**src/rtl/pll_seq_pkg.sv**
```systemverilog
// Shared state encoding and elaboration-time helpers for the PLL lock sequencer.
// Pure declarations: no latency, no flow control.
package pll_seq_pkg;

  typedef enum logic [1:0] {
    IDLE   = 2'd0,
    FILTER = 2'd1,
    HOLD   = 2'd2,
    RUN    = 2'd3
  } seq_state_t;

  function automatic bit params_ok(input int sync_stages, input int lock_filter,
                                   input int reset_hold, input int loss_cnt_w);
    return (sync_stages >= 2) && (lock_filter >= 1) && (reset_hold >= 1) && (loss_cnt_w >= 1);
  endfunction

  // One shared counter serves both the filter and the hold window.
  function automatic int cnt_width(input int lock_filter, input int reset_hold);
    int m;
    m = (lock_filter > reset_hold) ? lock_filter : reset_hold;
    return $clog2(m + 1);
  endfunction

endpackage

```
**src/rtl/pll_lock_sequencer_sync_bits.sv**
```systemverilog
// N-flop synchroniser with synchronous active-low clear; latency N edges.
// No flow control: samples every edge.
module sync_bits #(
  parameter int N = 2,
  parameter int W = 1
) (
  input  logic         clock,
  input  logic         clear_n,
  input  logic [W-1:0] d,
  output logic [W-1:0] q
);

  logic [N-1:0][W-1:0] stage;

  always_ff @(posedge clock) begin
    if (!clear_n) begin
      stage <= '0;
    end else begin
      stage <= {stage[N-2:0], d};
    end
  end

  assign q = stage[N-1];

endmodule

```
**src/rtl/pll_lock_sequencer.sv**
```systemverilog
// Turns the PLL lock flag into a filtered, held, synchronous core reset; release after
// SYNC_STAGES+LOCK_FILTER+RESET_HOLD-1 edges, loss seen after SYNC_STAGES edges; no backpressure.
module pll_lock_sequencer
  import pll_seq_pkg::*;
#(
  parameter int SYNC_STAGES = 2,
  parameter int LOCK_FILTER = 1024,
  parameter int RESET_HOLD  = 16,
  parameter int LOSS_CNT_W  = 8
) (
  input  logic                  clock,
  input  logic                  reset_n,
  input  logic                  pll_locked,
  output logic                  core_reset_n,
  output logic                  ready,
  output logic                  lock_lost,
  output logic [LOSS_CNT_W-1:0] loss_count
);

  localparam int CNT_W = cnt_width(LOCK_FILTER, RESET_HOLD);
  // The IDLE->FILTER edge is already the first stable sample, so the filter
  // is satisfied once LOCK_FILTER-1 further samples have been counted.
  localparam logic [CNT_W-1:0] FILTER_LAST = CNT_W'(LOCK_FILTER - 1);
  localparam logic [CNT_W-1:0] HOLD_LAST   = CNT_W'(RESET_HOLD);

  if (!params_ok(SYNC_STAGES, LOCK_FILTER, RESET_HOLD, LOSS_CNT_W)) begin : g_param_check
    $error("pll_lock_sequencer: illegal parameter set");
  end

  logic             locked_s;
  seq_state_t       state;
  logic [CNT_W-1:0] cnt;

  sync_bits #(
    .N (SYNC_STAGES),
    .W (1)
  ) u_lock_sync (
    .clock   (clock),
    .clear_n (reset_n),
    .d       (pll_locked),
    .q       (locked_s)
  );

  always_ff @(posedge clock) begin
    if (!reset_n) begin
      state        <= IDLE;
      cnt          <= '0;
      core_reset_n <= 1'b0;
      ready        <= 1'b0;
      lock_lost    <= 1'b0;
      loss_count   <= '0;
    end else begin
      lock_lost    <= 1'b0;
      core_reset_n <= 1'b0;
      ready        <= 1'b0;
      unique case (state)
        IDLE: begin
          if (locked_s) begin
            state <= FILTER;
            cnt   <= CNT_W'(1);
          end else begin
            cnt   <= '0;
          end
        end
        FILTER: begin
          if (!locked_s) begin
            state <= IDLE;
            cnt   <= '0;
          end else if (cnt >= FILTER_LAST) begin
            state <= HOLD;
            cnt   <= CNT_W'(1);
          end else begin
            cnt   <= cnt + CNT_W'(1);
          end
        end
        HOLD: begin
          if (!locked_s) begin
            state <= IDLE;
            cnt   <= '0;
          end else if (cnt == HOLD_LAST) begin
            state        <= RUN;
            cnt          <= '0;
            core_reset_n <= 1'b1;
            ready        <= 1'b1;
          end else begin
            cnt   <= cnt + CNT_W'(1);
          end
        end
        RUN: begin
          if (!locked_s) begin
            // Only a loss while running is an event worth counting.
            state     <= IDLE;
            cnt       <= '0;
            lock_lost <= 1'b1;
            if (loss_count != '1) begin
              loss_count <= loss_count + LOSS_CNT_W'(1);
            end
          end else begin
            core_reset_n <= 1'b1;
            ready        <= 1'b1;
          end
        end
        default: begin
          state <= IDLE;
          cnt   <= '0;
        end
      endcase
    end
  end

endmodule

```
**config.mk**
```make
export PLATFORM = sky130hd
export DESIGN_NAME = pll_lock_sequencer
export DESIGN_NICKNAME = d
export VERILOG_FILES = /design/src/rtl/pll_seq_pkg.sv /design/src/rtl/pll_lock_sequencer_sync_bits.sv /design/src/rtl/pll_lock_sequencer.sv
export SDC_FILE = /design/constraint.sdc
export NUM_CORES = 1
export LEC_CHECK = 0
export CAP_MARGIN = 20
export CORE_AREA = 8 8 60 62
export DETAILED_ROUTE_END_ITERATION = 10
export DIE_AREA = 0 0 68 70
export PLACE_DENSITY_LB_ADDON = 0.25
export SYNTH_ARGS = -nofsm -noshare
export SYNTH_HDL_FRONTEND = slang
export SYNTH_SLANG_ARGS = --single-unit
```
**constraint.sdc**
```tcl
create_clock -name clock -period 1.7 [get_ports clock]
set_input_delay 0.34 -clock clock [delete_from_list [all_inputs] [get_ports clock]]
set_output_delay 0.34 -clock clock [all_outputs]
set_load 0.01 [all_outputs]
```
==> impl_metrics.tcl <==
set metrics [dict create \
    cts_max_level 1 \
    slowest_stage "clkdlybuf4s50_1" \
    hold_path_class "flop to flop" \
    arrival_ns 1.30 \
    synthCells 141 \
    first_iter_violations 61 \
    synth_fp_nets 147 \
    path_cells "clkdlybuf4s50_1" \
    hold_buffers 0 \
    synth_edf_count 0 \
    yosysWarnings 0 \
    track_usage_pct 11.1 \
    skew_ns 0.0115 \
    io_buffer_count 13 \
    gp_congestion 0.850 \
    cts_max_path_buffers 2 \
    clkTransAtPathRegs_ns 0.13 \
    postLayoutSetupSlackWorst_ns 0.0632 \
    tritoncts "done" \
    post_drt_wl_per_cell_um 13.0 \
    tightest_slew_ns 0.390 \
    power.leakage_nw 0.568 \
    grt_pass1_vias 999 \
    coreArea_um2 2660 \
    drv_cap 0 \
    cts_buffers 3 \
    final_nets 169 \
    synth.cell_area_um2 1270 \
    startpoint "loss_count[2]" \
    powerDensity_nw_per_um2 575 \
    post_cts_buffers 0 \
    stdcell_count 193 \
    slew_violations 0 \
    rows 19 \
    final_common_cell "dfxtp_1" \
    setup_viol 0 \
    path_max_fanout 5 \
    clock_latency_ns 0.31 \
    clock-sinks 25 \
    dp_slack_ns -0.0464 \
    overflow 0 \
    layout-drive-gt1-share_pct 17.9 \
    root_buffer "clkbuf_4" \
    syn_avg_cell_area_um2 9.01 \
    reg2reg_setup_slack_ns 0.09 \
    synth_ff_type "dfxtp_1" \
    slew_headroom_pct 73.9 \
    die_x_um 68 \
    cp-start-kind "flop" \
    ir_drop_v 0.000420 \
    async_reset_ff_share_pct 0 \
    synth.ff_latch_count 25 \
    num_antenna_cells 0 \
    fmax_ghz 0.611 \
    path_class "flop to output port" \
    vias_per_cell 5.57 \
    finalHoldViolations 0 \
    power.total_mw 0.880 \
    die_h_um 70 \
    area_delta_synth_final_pct 20.5 \
    grt_first_pass_wirelength_um 4310 \
    dp.cells 189 \
    path_delay_family "buffers and inverters" \
    final_cell_mix "dfxtp_1, nand2_1, clkdlybuf4s50_1" \
    end_kind "output port" \
    critical_path_required_ns 1.36 \
    synth.distinct_cells 41 \
    yosysSeqAreaShare_pct 39.4 \
    hpwlAfterDp_um 1960 \
    status "finished, final reports clean" \
    drc 0 \
    grt_max_degree 15 \
    antenna_found_initial 0 \
    start_util_pct 47.7 \
    dr.pass1.iters 4 \
    ant_nets 0 \
    dieArea_um2 4760 \
    finalCriticalPeriod_ns 1.64 \
    route.vias.total 1075 \
    routed_wl_um 2510 \
    slowest_delay_ns 0.57 \
    timing.final.crit_share_pct 96.3 \
    hp-start "u_lock_sync.stage[0]" \
    critical_path_buf_inv_count 1 \
    reg2reg_from "cnt[0]" \
    ioPinCount 14 \
]
## path summary, 6_finish.rpt
path                                      end  depth (start not counted)
worst max-delay path            loss_count[2]                          1
worst min-delay path            u_lock_sync.q                          1
worst max register to register         cnt[0]                          6
worst min register to register  u_lock_sync.q                          1
## per-stage QoR
step / TNS [ns] / instance area (um^2) / hold slack, ns / util (%)
floorplan: 0 / 1270 / 0.412 / -
global placement: 0 / 1480 / 0.417 / 55.5
detailed placement: -0.0464 / 1480 / 0.424 / 55.5
CTS: 0 / 1510 / 0.457 / 56.7
global route: -0.0000714 / 1530 / 0.483 / 57.5
finish: 0 / 1530 / 0.452 / 57.5
## area by class of cell
type | count | area (um^2)
Inverter | 5 | 18.8
Sequential cell | 25 | 510
Clock inverter | 1 | 5.00
Clock buffer | 3 | 22.5
Fill cell | 237 | 1130
Timing Repair Buffer | 21 | 190
Tap cell | 31 | 38.8
Multi-Input combinational cell | 107 | 744
## layer usage
| metal | part of all wire (%) | up-vias | track usage, % |
|---|---|---|---|
| li1 | - | 541 | - |
| met2 | 46 | 18 | 16.4 |
| met1 | 48 | 514 | 15.2 |
| met5 | 0 | - | 0 |
| met3 | 4.8 | 2 | 1.91 |
| met4 | 0.92 | 0 | 4.56 |
## cells in the mapped netlist, types with 2 or more instances
cell      instances  area, um^2
nand2_2           2        12.5
nor2b_1           2        12.5
ha_1              3        37.5
a21oi_1           2        10.0
xor2_1            7        61.3
nand3_1          11        55.1
nand2_1          16        60.1
nor3_1            5        25.0
and2_1            9        56.3
clkbuf_1          2        7.51
xnor2_1           5        43.8
nor2_1            5        18.8
dfxtp_1          25         500
a21boi_0          3        22.5
o21ai_1           2        10.0
and3_1            4        25.0
inv_1             5        18.8
nand4_1           2        12.5
a22oi_1           2        15.0
nor4b_2           2        30.0
a31oi_1           2        12.5
o21ai_0           6        30.0
## state kept, by name, indices dropped and copies added, names as in the netlist
signal	count
cnt	11
lock_lost	1
loss_count	8
ready	1
state	2
u_lock_sync.q	1
u_lock_sync.stage	1
## kinds of logic after synthesis
group,after synthesis,synth area share (%)
and+or+nand+nor,66,30.1
AOI/OAI and AO/OA,25,15.4
DFF,25,39.4
xor gates and xnor gates,12,8.28
buffers and inverters,9,3.05
adders and majority gates,3,2.96
muxes,1,0.788
## timing repair
item	CTS	global route
endpoints found under the setup margin	2	8
gates resized for setup	2	7
gates cloned	0	0
## power breakdown
group / leakage, nW / switching, mW / internal, mW
logic: 0.345 / 0.0112 / 0.0139
clock network: 0.0177 / 0.175 / 0.0878
registers: 0.205 / 0.00376 / 0.588
total: 0.568 / 0.190 / 0.690
No activity file was read; power rests on OpenSTA's default activity.
